<file path="config.mk">
export PLATFORM = sky130hd
export DESIGN_NAME = decada_cnt00_flat
export DESIGN_NICKNAME = d
export VERILOG_FILES = /design/src/rtl/decada_cnt00_pkg.sv /design/src/rtl/decada_cnt00_if.sv /design/src/rtl/decada_cnt00_coder7seg00.sv /design/src/rtl/decada_cnt00.sv /design/src/flat_wrapper.sv
export SDC_FILE = /design/constraint.sdc
export NUM_CORES = 1
export LEC_CHECK = 0
export ABC_AREA = 1
export CAP_MARGIN = 10
export CORE_MARGIN = 2
export CORE_UTILIZATION = 42
export DETAILED_ROUTE_END_ITERATION = 10
export HOLD_SLACK_MARGIN = 0.06
export PLACE_DENSITY = 0.77
export SYNTH_ARGS = -nofsm -noshare
export SYNTH_HDL_FRONTEND = slang
export SYNTH_HIERARCHICAL = 1
export SYNTH_SLANG_ARGS = --single-unit
</file>
<file path="constraint.sdc">
create_clock -name clk0 -period 1.8 [get_ports clk0]
set_clock_uncertainty 0.2 [all_clocks]
set_input_delay 0.54 -clock clk0 [delete_from_list [all_inputs] [get_ports clk0]]
set_output_delay 0.54 -clock clk0 [all_outputs]
set_load 0.03 [all_outputs]
</file>
<file path="src/rtl/decada_cnt00_pkg.sv">
// decada_pkg: shared digit type, BCD limit and seven-segment patterns
package decada_pkg;
   localparam int DIGIT_W = 4;
   typedef logic [DIGIT_W-1:0] digit_t;
   localparam digit_t BCD_MAX = 4'd9;
   // Patterns are active-low {a,b,c,d,e,f,g}; the top inverts them for common-cathode use
   localparam logic [6:0] SEG_0   = 7'b0000001;
   localparam logic [6:0] SEG_1   = 7'b1001111;
   localparam logic [6:0] SEG_2   = 7'b0010010;
   localparam logic [6:0] SEG_3   = 7'b0000110;
   localparam logic [6:0] SEG_4   = 7'b1001100;
   localparam logic [6:0] SEG_5   = 7'b0100100;
   localparam logic [6:0] SEG_6   = 7'b0100000;
   localparam logic [6:0] SEG_7   = 7'b0001111;
   localparam logic [6:0] SEG_8   = 7'b0000000;
   localparam logic [6:0] SEG_9   = 7'b0000100;
   localparam logic [6:0] SEG_OFF = 7'b1111111;
   // Clamp a loaded digit into the legal BCD range
   function automatic digit_t sat_digit(input digit_t d);
      return (d > BCD_MAX) ? BCD_MAX : d;
   endfunction
endpackage

</file>
<file path="src/rtl/decada_cnt00_if.sv">
// decada_cnt00_if: control, load and display signals of the decade counter
import decada_pkg::*;
interface decada_cnt00_if;
   logic       en0;
   logic       up0;
   logic       clr0;
   logic       ld0;
   digit_t     din_u;
   digit_t     din_t;
   digit_t     units;
   digit_t     tens;
   logic [6:0] seg_u;
   logic [6:0] seg_t;
   logic       tc;
   logic       wrap0;
   modport master (output en0, up0, clr0, ld0, din_u, din_t,
                   input units, tens, seg_u, seg_t, tc, wrap0);
   modport slave  (input en0, up0, clr0, ld0, din_u, din_t,
                   output units, tens, seg_u, seg_t, tc, wrap0);
endinterface

</file>
<file path="src/rtl/decada_cnt00_coder7seg00.sv">
// coder7seg00: BCD digit to active-low seven-segment pattern, blank for 10-15
import decada_pkg::*;
module coder7seg00 (
   input  digit_t     bcd_i,
   output logic [6:0] seg_o
);
   // Pure lookup; codes above 9 cannot be held but decode to all-off anyway
   always_comb begin
      case (bcd_i)
         4'd0:    seg_o = SEG_0;
         4'd1:    seg_o = SEG_1;
         4'd2:    seg_o = SEG_2;
         4'd3:    seg_o = SEG_3;
         4'd4:    seg_o = SEG_4;
         4'd5:    seg_o = SEG_5;
         4'd6:    seg_o = SEG_6;
         4'd7:    seg_o = SEG_7;
         4'd8:    seg_o = SEG_8;
         4'd9:    seg_o = SEG_9;
         default: seg_o = SEG_OFF;
      endcase
   end
endmodule

</file>
<file path="src/rtl/decada_cnt00.sv">
// decada_cnt00: two-digit BCD up/down counter with clear, load, wrap pulse and 7-seg drive
import decada_pkg::*;
module decada_cnt00 #(
   parameter bit SEG_ACTIVE_LOW = 1'b1
) (
   input logic          clk0,
   input logic          reset0,
   decada_cnt00_if.slave bus
);
   digit_t     units_q, units_d, tens_q, tens_d, up_u, up_t, dn_u, dn_t;
   logic       wrap_q, wrap_d, at_max, at_min;
   logic [6:0] raw_u, raw_t;
   // Per-digit up/down step, terminal count and clr > ld > count > hold selection
   always_comb begin
      at_max  = (units_q == BCD_MAX) && (tens_q == BCD_MAX);
      at_min  = (units_q == '0) && (tens_q == '0);
      up_u    = (units_q == BCD_MAX) ? '0 : units_q + 4'd1;
      up_t    = (units_q != BCD_MAX) ? tens_q : (tens_q == BCD_MAX) ? '0 : tens_q + 4'd1;
      dn_u    = (units_q == '0) ? BCD_MAX : units_q - 4'd1;
      dn_t    = (units_q != '0) ? tens_q : (tens_q == '0) ? BCD_MAX : tens_q - 4'd1;
      bus.tc  = bus.en0 && (bus.up0 ? at_max : at_min);
      units_d = bus.clr0 ? '0 : bus.ld0 ? sat_digit(bus.din_u) : !bus.en0 ? units_q : bus.up0 ? up_u : dn_u;
      tens_d  = bus.clr0 ? '0 : bus.ld0 ? sat_digit(bus.din_t) : !bus.en0 ? tens_q : bus.up0 ? up_t : dn_t;
      wrap_d  = !bus.clr0 && !bus.ld0 && bus.tc;
   end
   // Digit registers and wrap flag, cleared immediately by reset
   always_ff @(posedge clk0 or negedge reset0) begin
      if (!reset0) begin
         units_q <= '0;
         tens_q  <= '0;
         wrap_q  <= 1'b0;
      end else begin
         units_q <= units_d;
         tens_q  <= tens_d;
         wrap_q  <= wrap_d;
      end
   end
   coder7seg00 u_seg_u (.bcd_i(units_q), .seg_o(raw_u));
   coder7seg00 u_seg_t (.bcd_i(tens_q),  .seg_o(raw_t));
   // Drive outputs, inverting segment polarity for common-cathode boards
   always_comb begin
      bus.units = units_q;
      bus.tens  = tens_q;
      bus.wrap0 = wrap_q;
      bus.seg_u = SEG_ACTIVE_LOW ? raw_u : ~raw_u;
      bus.seg_t = SEG_ACTIVE_LOW ? raw_t : ~raw_t;
   end
endmodule
</file>
<file path="src/flat_wrapper.sv">
// flat-port wrapper written by rule: the top's interface ports become plain ports
module decada_cnt00_flat 
#(
   parameter bit SEG_ACTIVE_LOW = 1'b1
)
  (clk0, reset0, bus_en0, bus_up0, bus_clr0, bus_ld0, bus_din_u, bus_din_t, bus_units, bus_tens, bus_seg_u, bus_seg_t, bus_tc, bus_wrap0);
  decada_cnt00_if bus_i ();
  input logic clk0;
  input logic reset0;
  input wire logic [$bits(bus_i.en0)-1:0] bus_en0;
  input wire logic [$bits(bus_i.up0)-1:0] bus_up0;
  input wire logic [$bits(bus_i.clr0)-1:0] bus_clr0;
  input wire logic [$bits(bus_i.ld0)-1:0] bus_ld0;
  input wire logic [$bits(bus_i.din_u)-1:0] bus_din_u;
  input wire logic [$bits(bus_i.din_t)-1:0] bus_din_t;
  output wire logic [$bits(bus_i.units)-1:0] bus_units;
  output wire logic [$bits(bus_i.tens)-1:0] bus_tens;
  output wire logic [$bits(bus_i.seg_u)-1:0] bus_seg_u;
  output wire logic [$bits(bus_i.seg_t)-1:0] bus_seg_t;
  output wire logic [$bits(bus_i.tc)-1:0] bus_tc;
  output wire logic [$bits(bus_i.wrap0)-1:0] bus_wrap0;
  assign bus_i.en0 = bus_en0;
  assign bus_i.up0 = bus_up0;
  assign bus_i.clr0 = bus_clr0;
  assign bus_i.ld0 = bus_ld0;
  assign bus_i.din_u = bus_din_u;
  assign bus_i.din_t = bus_din_t;
  assign bus_units = bus_i.units;
  assign bus_tens = bus_i.tens;
  assign bus_seg_u = bus_i.seg_u;
  assign bus_seg_t = bus_i.seg_t;
  assign bus_tc = bus_i.tc;
  assign bus_wrap0 = bus_i.wrap0;
  decada_cnt00 #(.SEG_ACTIVE_LOW(SEG_ACTIVE_LOW)) u_core (.clk0(clk0), .reset0(reset0), .bus(bus_i));
endmodule
</file>
Word level (Yosys, flattened, before mapping)
Memory sizes are Yosys's and may differ from the RTL's.
Cells that the tools add are included.
{"block": "totals", "mem_bits_ro": 224, "in_bits": 14, "mem_count": 2, "register_bits": 9, "output_inout_bits": 24, "word_cells": 45}
{"block": "classes", "n_mux": 17, "eq_ne": 5, "n_reduce_logical": 12, "n_lt_le_gt_ge": 2, "n_addsub": 4}
{"name": "(name not given)", "words": 16, "width": 7, "rd": 1, "rd_ports_with_merged_regs": 0, "wr": 0, "line": "decada_cnt00_coder7seg00.sv:9", "text": "case (bcd_i)"}
{"name": "(name not given)", "words": 16, "width": 7, "rd": 1, "rd_ports_with_merged_regs": 0, "wr": 0, "line": "decada_cnt00_coder7seg00.sv:9"}
{"op": "2-to-1 mux 4 bit", "count": 16}
{"op": "inequality test 4 bit, second input constant", "count": 3}
{"op": "adder 4 x 1 -> 4 bit, second input constant", "count": 2}
{"op": "equality test 4 bit, second input constant", "count": 2}
{"op": "greater-than comparator 4 bit, second input constant", "count": 2}
{"op": "zero test 4 bit", "count": 2}
{"op": "subtractor 4 x 1 -> 4 bit, second input constant", "count": 2}
{"op": "logical AND 1 bit", "count": 5}
{"op": "nonzero test 4 bit", "count": 1}
{"op": "AND reduction 3 bit", "count": 1}
{"op": "nonzero test 3 bit", "count": 1}
{"op": "zero test 1 bit", "count": 2}
{"op": "2-to-1 mux 1 bit", "count": 1}

Depth between registers and ports, before layout
Gate-level depths: netlist of run 1.
{"block": "depth", "word_depth": 7, "ltp_mapped": 9}

By module
The synthesis of run 1 kept the hierarchy.
{"module": "decada_cnt00", "area_each_um2": 805.8, "cells_per_inst": 139, "n_inst": 1}
{"module": "coder7seg00", "area_each_um2": 187.7, "cells_per_inst": 35, "n_inst": 2}

Worst setup path before layout of run 1
No wires, ideal clock.
{"block": "synth_path", "path_kind": "register to output", "startpoint": "register u_core.units_q[2] (netlist: u_core/bus.units[2])", "endpoint": "output port bus_tc", "t_required_ns": 1.060, "n_path_buf": 0, "stages_incl_launch_ff": 6, "slack_ns": -0.435, "arrival_time_ns": 1.495, "cell_sequence": "dfrtp_1 -> nor2_1 -> nand3_1 -> nand2_1 -> nand3_1 -> nor2_1"}
{"block": "synth_via", "elab_chain_len": 4, "elab_cells_between_ends": 6, "cone_classes": "eq/ne (1); mux (1); reduce/logical (4)"}
{"element": "from (decl)", "line": "decada_cnt00.sv:10", "text": "digit_t units_q, units_d, tens_q, tens_d, up_u, up_t, dn_u, dn_t;"}
{"element": "from (signal assigned)", "line": "decada_cnt00.sv:33", "text": "units_q <= units_d;"}
{"element": "equality test 4 bit or zero test 4 bit (tied branches)", "line": "decada_cnt00.sv:15, decada_cnt00.sv:16"}
{"element": "logical AND 1 bit (on tied branches)", "line": "decada_cnt00.sv:15, decada_cnt00.sv:16"}
{"element": "2-to-1 mux 1 bit (*)", "line": "decada_cnt00.sv:21", "text": "bus.tc = bus.en0 && (bus.up0 ? at_max : at_min);"}
{"element": "logical AND 1 bit (*)", "line": "decada_cnt00.sv:21"}
{"element": "to (decl)", "line": "flat_wrapper.sv:20", "text": "output wire logic [$bits(bus_i.tc)-1:0] bus_tc;"}
Every way passes the cells marked *; elsewhere a longest branch is shown, timed or not.

Worst setup path after layout of run 1
{"block": "layout_path", "startpoint": "register u_core.tens_q[1] (netlist: u_core/bus.tens[1])", "endpoint": "output port bus_seg_t[3]"}
{"block": "layout_via", "elab_chain_len": 1}
{"element": "from (decl)", "line": "decada_cnt00.sv:10"}
{"element": "from (signal assigned)", "line": "decada_cnt00.sv:34", "text": "tens_q <= tens_d;"}
{"element": "memory (16 x 7 bit)"}
{"element": "to (decl)", "line": "flat_wrapper.sv:19", "text": "output wire logic [$bits(bus_i.seg_t)-1:0] bus_seg_t;"}
No other way between the ends.

==> flow_metrics.tcl, run 1 <==
set metrics [dict create \
    design.core.area_mm2 0.00271 \
    cts.sink_count 9 \
    drt-vias-per-instance 5.14 \
    floorplan.initialDensity 0.436 \
    achievable-frequency_ghz 0.449 \
    totalPowerFinal_uw 1610 \
    worst_slack_ns -0.426 \
    synth.cell_area_mm2 0.00118 \
    setup_viol 19 \
    p_leak_uw 0.00123 \
    r2r.worst_path.cells 9 \
    worstSetupStartpointType "register" \
    outcome "finished, violations left" \
    yosys.cell_types.count 21 \
    critPathMaxStageDelay_ns 0.49 \
    place_congestion 0.871 \
    drive_above_1_share 0.523 \
    critical_path.reg2reg.startpoint "u_core/bus.units[1]" \
    area_growth_syn_to_layout_pct 103 \
    fp.dieW_um 57.0 \
    layout.cells.most_common "sky130_fd_sc_hd__nand2_1" \
    grt_start_max_net_pins 10 \
    finalCritPeriodShare 1.24 \
    number_of_top_level_pins 38 \
    tritoncts "done" \
    timing.setup.critical_path_class "reg -> out" \
    dieArea_mm2 0.00325 \
    synth.yosys.seq_area_share 0.191 \
    number_of_global_route_vias_before_repair 1563 \
    postSynth.topFlopCell "sky130_fd_sc_hd__dfrtp_1" \
    power_density_mw_per_mm2 674 \
    port_buffers 37 \
    syn_inst_count 209 \
    critical_path_data_required_time_ns 1.06 \
    drcViolationCount 0 \
    detail-route-antenna-nets 0 \
    clk-insertion-delay-late_ns 0.26 \
    average_detailed_routed_wire_length_per_instance_um 13.8 \
    setup.reg_to_reg.worst_slack_ns 0.02 \
    dp.final_hpwl_mm 2.75 \
    critPathArrivalTime_ns 1.49 \
    post_cts_hold_buffer_count 0 \
    grt_pass1_wl_mm 6.72 \
    synth_fp_nets 233 \
    critical_path.max_fanout 8 \
    drt_first_pass_iters 4 \
    ys_ff_latch 9 \
    root_buffer "sky130_fd_sc_hd__clkbuf_4" \
    drt_iter0_markers 85 \
    finalSetupTns_ns -5.59 \
    failed_checks "setup timing" \
    drt-total-wl_mm 4.58 \
    diodes 0 \
    row_count 19 \
    timing_hold_violations_final 0 \
    async_flop_share 1.00 \
    worst_path_max_delay_cell "sky130_fd_sc_hd__dfrtp_2" \
    detailroute.via_count 1701 \
    most_frequent_cells_in_the_layout "68 x sky130_fd_sc_hd__nand2_1, 39 x sky130_fd_sc_hd__buf_4, 35 x sky130_fd_sc_hd__buf_6" \
    final_critical_path_time_including_i_o_delays_and_setup_ns 2.23 \
    yosysWarningCount 6 \
    maxSlewViolCount 0 \
    antenna_violations_before_repair 0 \
    max-cap-violations 0 \
    power.ir.vdd_worst_mv 0.773 \
    cts_made_buffers 3 \
    grt_overflow_total 0 \
    worst-slew-pin-transition_ns 0.385 \
    cts.path.max_buffers 2 \
    clk_transition_reported_paths_ns 0.07 \
    synth.avg_cell_area_um2 5.65 \
    finalHoldWorstSlack_ns 0.365 \
    global_route.usage.total 0.260 \
    die_y_um 57.0 \
    final_nets 325 \
    htree_levels 1 \
    worstHoldPathType "in -> async" \
    rsz_0062_raised_after_global_routing "yes" \
    post_synth_edffs 0 \
    maxSlewHeadroom 0.743 \
    endpoint_class_of_the_critical_path "output pin" \
    critical_path.reg2reg.endpoint "u_core/bus.tens[0]" \
    timing.critical_path.cells "inv_4 > ha_4 > nand2_4 > nand3_2 > nand2_2 > buf_6" \
]
-- cell families after synthesis --
kind of cell,count (synthesis),share of synthesized area
fa+ha+maj,10,0.106
compound gates,10,0.0530
buf+inv,30,0.107
flops,9,0.191
simple gates,150,0.543
-- per-stage QoR --
step	area, um^2	utilization	instances	setup WS, ns
floorplan	1320	-	209	-0.141
global placement	1950	0.719	312	-0.569
detailed placement	1950	0.719	312	-0.577
CTS	2250	0.830	326	-0.350
global route	2390	0.883	331	-0.480
finish	2390	0.883	331	-0.426
-- synthesized netlist by cell type, types with 2 or more instances --
master                    number  area [um^2]
sky130_fd_sc_hd__nor2_2        2         12.5
sky130_fd_sc_hd__inv_2         4         15.0
sky130_fd_sc_hd__o21ai_0       6         30.0
sky130_fd_sc_hd__inv_1        23         86.3
sky130_fd_sc_hd__nand3_1      31          155
sky130_fd_sc_hd__nor2_1       16         60.1
sky130_fd_sc_hd__nand2_1      94          353
sky130_fd_sc_hd__o21ai_2       2         17.5
sky130_fd_sc_hd__ha_1         10          125
sky130_fd_sc_hd__nor3_1        2         10.0
sky130_fd_sc_hd__dfrtp_1       9          225
-- sequential cells by signal (all words and copies together), names as in the netlist --
signal	flops
u_core/bus.units	4
u_core/bus.wrap0	1
u_core/bus.tens	4
-- worst max-delay path: cells and delay by family, from the launching register on --
kind | cells | cell delay, ns
fa+ha+maj | 1 | 0.22
flops | 1 | 0.49
buf+inv | 2 | 0.26
simple gates | 3 | 0.27
-- worst max-delay path by stage --
stage | slack [ns] | start | endpoint | depth (start not counted)
after floorplan | -0.14 | u_core/bus.tens[2] | bus_tc | 6
after global placement | -0.57 | bus_up0 | bus_tc | 6
after detailed placement | -0.58 | bus_up0 | bus_tc | 6
after CTS | -0.35 | u_core/bus.units[1] | bus_seg_u[0] | 7
after global routing | -0.48 | u_core/bus.tens[1] | bus_seg_t[3] | 6
final | -0.43 | u_core/bus.tens[1] | bus_seg_t[3] | 6
-- power by group --
part | internal, uW | switching, uW | leakage [uW] | total, uW
combinational | 537 | 638 | 0.00111 | 1170
sequential | 226 | 55.4 | 0.000107 | 282
clock | 85.4 | 71.3 | 0.0000150 | 157
total | 849 | 765 | 0.00123 | 1610
-- timing repair --
| item | 4_1_cts | 5_1_grt |
|---|---|---|
| endpoints found under the hold margin | 0 | 0 |
| setup endpoints to repair | 22 | 23 |
| gates cloned | 0 | 0 |
| gates resized for setup | 55 | 25 |
| buffers inserted | 11 | 8 |
| pin swaps | 20 | 13 |
-- layout make-up --
type	instances	area, um^2
Timing Repair Buffer	89	845
Inverter	28	124
Multi-Input combinational cell	170	1120
Fill cell	136	317
Clock buffer	4	26.3
Sequential cell	9	235
Tap cell	31	38.8
-- layer usage --
metal / up-vias / GRT usage / share of wire
met5: - / 0 / 0
met3: 6 / 0.0295 / 0.039
met1: 790 / 0.313 / 0.40
met2: 64 / 0.475 / 0.54
li1: 841 / - / -
met4: 0 / 0.0930 / 0.017
Power figures use the tool's default switching activity.
==> run 2: changes to the inputs <==
- CORE_UTILIZATION: 42 -> 50
- PLACE_DENSITY: 0.77 -> 0.86
- clock period: 1.8 -> 2.6 ns (I/O delays scaled with it)
==> run 2 against run 1 <==
Sequential share of layout area rose by 2.8 points. Global-route usage fell by 2.6 points. The flow now finishes without violations. Power fell by 47%. Via count fell by 11%. Highest routed layer unchanged. Critical path type unchanged.
==> flow_metrics.tcl, run 2 (synthesis gave the netlist of run 1 again) <==
set metrics [dict create \
    setup.reg_to_reg.worst_slack_ns 0.85 \
    antenna_violations_before_repair 0 \
    outcome "finished clean" \
    cts.sink_count 9 \
    drt_iter0_markers 70 \
    finalHoldWorstSlack_ns 0.483 \
    critical_path.startpoint "u_core/bus.units[1]" \
    globalRouteMet1Util 0.302 \
    grt_overflow_total 0 \
    post_cts_hold_buffer_count 0 \
    dp.final_hpwl_mm 2.40 \
    area_growth_syn_to_layout_pct 52.1 \
    drt_first_pass_iters 5 \
    critical_path_data_required_time_ns 1.62 \
    most_frequent_cells_in_the_layout "92 x sky130_fd_sc_hd__nand2_1, 34 x sky130_fd_sc_hd__buf_4, 29 x sky130_fd_sc_hd__nand3_1" \
    setup_viol 0 \
    drt-vias-per-instance 5.01 \
    die_y_um 52.6 \
    grt_pass1_wl_mm 4.86 \
    grt_start_max_net_pins 13 \
    global_route.usage.total 0.234 \
    maxSlewViolCount 0 \
    final_critical_path_time_including_i_o_delays_and_setup_ns 2.54 \
    fp.dieW_um 52.6 \
    root_buffer "sky130_fd_sc_hd__clkbuf_4" \
    r2r.worst_path.cells 8 \
    timing.setup.critical_path_class "reg -> out" \
    finalCritPeriodShare 0.979 \
    achievable-frequency_ghz 0.393 \
    endpoint_class_of_the_critical_path "output pin" \
    number_of_global_route_vias_before_repair 1163 \
    drt-total-wl_mm 3.32 \
    clk-insertion-delay-late_ns 0.26 \
    drcViolationCount 0 \
    cts.path.max_buffers 2 \
    top_usage_layer "met2" \
    row_count 17 \
    number_of_top_level_pins 38 \
    tritoncts "done" \
    floorplan.initialDensity 0.529 \
    port_buffers 37 \
    dieArea_mm2 0.00277 \
    fill_cells 170 \
    critical_path.reg2reg.endpoint "u_core/bus.wrap0" \
    worst-slew-pin-transition_ns 0.398 \
    htree_levels 1 \
    worstSetupEndpoint "bus_tc" \
    max-cap-violations 0 \
    diodes 0 \
    post-route-util 0.804 \
    timing_hold_violations_final 0 \
    place_congestion 0.850 \
    critPathArrivalTime_ns 1.56 \
    critical_path.max_fanout 11 \
    drive_above_1_share 0.242 \
    detailroute.via_count 1509 \
    cts_made_buffers 3 \
    average_detailed_routed_wire_length_per_instance_um 11.0 \
    clk_transition_reported_paths_ns 0.06 \
    grt_use_met3 0.0114 \
    power.ir.vdd_worst_mv 0.280 \
    final_nets 298 \
    detail-route-antenna-nets 0 \
    place_worst_setup_slack_ns -0.324 \
    worstSetupStartpointType "register" \
    maxSlewHeadroom 0.734 \
    layout.cells.most_common "sky130_fd_sc_hd__nand2_1" \
    design.core.area_mm2 0.00223 \
    power_density_mw_per_mm2 474 \
    totalPowerFinal_uw 851 \
    globalRouteMet2Util 0.398 \
    timing.hold.worst_path_depth 3 \
    worstHoldPathType "reg -> reg" \
    worst_slack_ns 0.0555 \
    p_leak_uw 0.00102 \
    critical_path.reg2reg.startpoint "u_core/bus.units[1]" \
]
-- run 2: cell count changes in the layout (fill, tap and decap cells not counted), sizes merged --
cell / delta
inv: +1
buf: -39
dlymetal6s2s: +1
clkinvlp: -1
clkbuf: +2
clkdlybuf4s15: +1
clkinv: +1
clkdlybuf4s50: +7
-- run 2: layer usage --
layer  part of all wire  vias to the layer above
met1               0.44                      670
met3              0.041                        4
met5                  0                        -
met2               0.51                       47
met4              0.013                        0
li1                   -                      788
-- run 2: area by class of cell --
type                       instances  area (um^2)  area share
clock buffer                       3         22.5      0.0125
clock inverter                     1         5.00     0.00279
inverter                          28          110      0.0613
multi-input combinational        170          865       0.481
sequential                         9          228       0.127
tap                               28         35.0      0.0195
timing repair buffer              62          532       0.296
-- run 2: how the worst min path moves through the flow --
stage	from	end	slack, ns
4_1_cts	u_core/bus.units[1]	u_core/bus.units[1]	0.47
2_1_floorplan	reset0	u_core/bus.tens[0]	0.28
5_1_grt	u_core/bus.units[1]	u_core/bus.units[1]	0.52
3_5_place_dp	u_core/bus.units[1]	u_core/bus.units[1]	0.46
6_report	u_core/bus.units[1]	u_core/bus.units[1]	0.48
3_3_place_gp	u_core/bus.units[1]	u_core/bus.units[1]	0.45
-- run 2: power breakdown --
group          internal [uW]  switching (uW)
logic                    222             352
registers                155            15.8
clock network           56.7            50.0
-- run 2: stage by stage --
step / cell area, um^2 / instances / setup TNS (ns)
finish: 1800 / 301 / 0
global route: 1800 / 301 / -0.0210
CTS: 1720 / 295 / -0.0757
detailed placement: 1700 / 291 / -0.324
global placement: 1700 / 291 / -0.287
floorplan: 1180 / 209 / 0
-- run 2: what timing repair did --
action | CTS | global route
hold endpoints to repair | 0 | 0
resized for setup | 6 | 21
buffers inserted | 0 | 6
pin swaps | 0 | 2
setup endpoints to repair | 6 | 4
-- run 2: worst max-delay path, stage by stage (launching register included) --
cell,delay [ns]
sky130_fd_sc_hd__dfrtp_1,0.41
sky130_fd_sc_hd__buf_12,0.16
sky130_fd_sc_hd__nor2_2,0.11
sky130_fd_sc_hd__nand3_2,0.12
sky130_fd_sc_hd__nand2_2,0.11
sky130_fd_sc_hd__nand3_2,0.12
sky130_fd_sc_hd__nor2_4,0.14
sky130_fd_sc_hd__buf_6,0.14
==> run 3: changes to the inputs <==
- CORE_UTILIZATION: 50 -> 42
- PLACE_DENSITY: 0.86 -> 0.77
- RECOVER_POWER: default -> 25
- clock period: 2.6 -> 2.1 ns (I/O delays scaled with it)
==> run 3 against run 2 <==
The flow now finishes with violations (setup timing). Worst setup slack worse by 0.25 ns. Sequential share of layout area is 2.0 points lower. Combinational power is 58% higher. Hold slack better by 0.023 ns. Critical path type is now in -> out. Die area is 18% higher. Critical path depth is 3 lower. Largest power group unchanged. Sequential power is 35% higher. Flip-flop and latch count stayed put. Final cell count is 6.3% higher. Global-route usage is 0.83 points higher. First-iteration DRC count is 57% higher. Power is 49% higher. Highest routed layer unchanged.
==> flow_metrics.tcl, run 3 (synthesis gave the netlist of run 1 again) <==
set metrics [dict create \
    most_frequent_cells_in_the_layout "76 x sky130_fd_sc_hd__nand2_1, 33 x sky130_fd_sc_hd__buf_4, 25 x sky130_fd_sc_hd__buf_6" \
    floorplan.initialDensity 0.436 \
    post_cts_hold_buffer_count 0 \
    rsz_0062_raised_after_global_routing "yes" \
    critical_path_data_required_time_ns 1.27 \
    final_nets 314 \
    drcViolationCount 0 \
    grt_overflow_total 0 \
    number_of_global_route_vias_before_repair 1480 \
    dieArea_mm2 0.00325 \
    critical_path.max_fanout 2 \
    fill_cells 182 \
    antenna_violations_before_repair 0 \
    timing.setup.critical_path_class "in -> out" \
    postLayoutCellArea_mm2 0.00219 \
    grt_pass1_wl_mm 6.39 \
    cts_made_buffers 3 \
    detail-route-antenna-nets 0 \
    achievable-frequency_ghz 0.437 \
    fp.dieW_um 57.0 \
    dpl_cells 300 \
    global_route.usage.total 0.242 \
    drt_iter0_markers 110 \
    place_congestion 0.902 \
    drt_first_pass_iters 6 \
    seq_area_um2 233 \
    failed_checks "setup timing" \
    row_count 19 \
    finalHoldWorstSlack_ns 0.506 \
    root_buffer "sky130_fd_sc_hd__clkbuf_4" \
    detailroute.via_count 1565 \
    worstSetupStartpointType "input pin" \
    totalPowerFinal_uw 1260 \
    drt-total-wl_mm 3.67 \
    layout.cells.most_common "sky130_fd_sc_hd__nand2_1" \
    drive_above_1_share 0.433 \
    die_y_um 57.0 \
    setup.reg_to_reg.worst_slack_ns 0.36 \
    outcome "finished, violations left" \
    htree_levels 1 \
    drt-vias-per-instance 4.89 \
    worstHoldPathType "reg -> reg" \
    power.ir.vdd_worst_mv 0.531 \
    number_of_top_level_pins 38 \
    area_growth_syn_to_layout_pct 85.2 \
    timing_hold_violations_final 0 \
    cts.path.max_buffers 2 \
    critPathArrivalTime_ns 1.46 \
    maxSlewHeadroom 0.732 \
    setup_viol 15 \
    dp.final_hpwl_mm 2.41 \
    clk_transition_reported_paths_ns 0.06 \
    p_leak_uw 0.00117 \
    finalSetupTns_ns -1.86 \
    worst_slack_ns -0.190 \
    port_buffers 37 \
    endpoint_class_of_the_critical_path "output pin" \
    area_occupied_by_multi_input_gates_mm2 0.00103 \
    grt_start_max_net_pins 13 \
    final_critical_path_time_including_i_o_delays_and_setup_ns 2.29 \
    placement.cell_area_mm2 0.00173 \
    average_detailed_routed_wire_length_per_instance_um 11.5 \
    stdcell_count 320 \
    power_density_mw_per_mm2 578 \
    maxSlewViolCount 0 \
    finalCritPeriodShare 1.09 \
    worst-slew-pin-transition_ns 0.400 \
    tritoncts "done" \
    max-cap-violations 0 \
    diodes 0 \
    design.core.area_mm2 0.00271 \
    clk-insertion-delay-late_ns 0.25 \
    cts.sink_count 9 \
]
-- run 3: changes by cell type in the layout (fill, tap and decap cells not counted), moves of 8 or more --
cell	previous run	this run
sky130_fd_sc_hd__buf_6	1	25
sky130_fd_sc_hd__clkdlybuf4s50_1	19	11
sky130_fd_sc_hd__inv_1	23	15
sky130_fd_sc_hd__nand2_1	92	76
sky130_fd_sc_hd__nand2_2	3	18
sky130_fd_sc_hd__nand3_1	29	21
sky130_fd_sc_hd__nand3_2	3	11
-- run 3: through the flow --
step / worst slack, ns / util
final: -0.190 / 0.807
after global routing: -0.257 / 0.807
after CTS: -0.198 / 0.766
after detailed placement: -0.481 / 0.640
after global placement: -0.462 / 0.640
after floorplan: -0.0439 / -
-- run 3: final timing paths --
path,startpoint,to,depth (start not counted)
setup / recovery,bus_en0,bus_tc,4
hold / removal,u_core/bus.tens[2],u_core/bus.tens[2],3
setup reg to reg,u_core/bus.units[1],u_core/bus.units[3],11
hold reg to reg,u_core/bus.tens[2],u_core/bus.tens[2],3
max in group asynchronous,reset0,u_core/bus.tens[2],1
min in group asynchronous,reset0,u_core/bus.units[2],1
-- run 3: per-layer routing --
layer  GRT usage  vias up  share of wire
li1            -      814              -
met5           0        -              0
met3      0.0295        4          0.040
met1       0.335      703           0.45
met2       0.386       44           0.50
met4      0.0930        0          0.011
-- run 3: power breakdown --
part | internal, uW | switching [uW]
registers | 194 | 35.9
clock network | 73.0 | 56.4
logic | 402 | 503
-- run 3: critical path, stage by stage --
cell and delay [ns]:
sky130_fd_sc_hd__clkdlybuf4s50_1 0.49, sky130_fd_sc_hd__nand3_2 0.11, sky130_fd_sc_hd__nor2_4 0.10, sky130_fd_sc_hd__buf_6 0.13
-- run 3: final cells by class --
cell class	count	area share
sequential	9	0.106
tap	31	0.0177
multi-input combinational	170	0.471
clock buffer	4	0.0120
inverter	28	0.0561
timing repair buffer	78	0.337
-- run 3: what timing repair did --
| item | in CTS | in global routing |
|---|---|---|
| resized for setup | 64 | 23 |
| pin swaps | 17 | 8 |
| setup buffers | 11 | 5 |
| endpoints found under the hold margin | 0 | 0 |
| setup endpoints to repair | 20 | 17 |
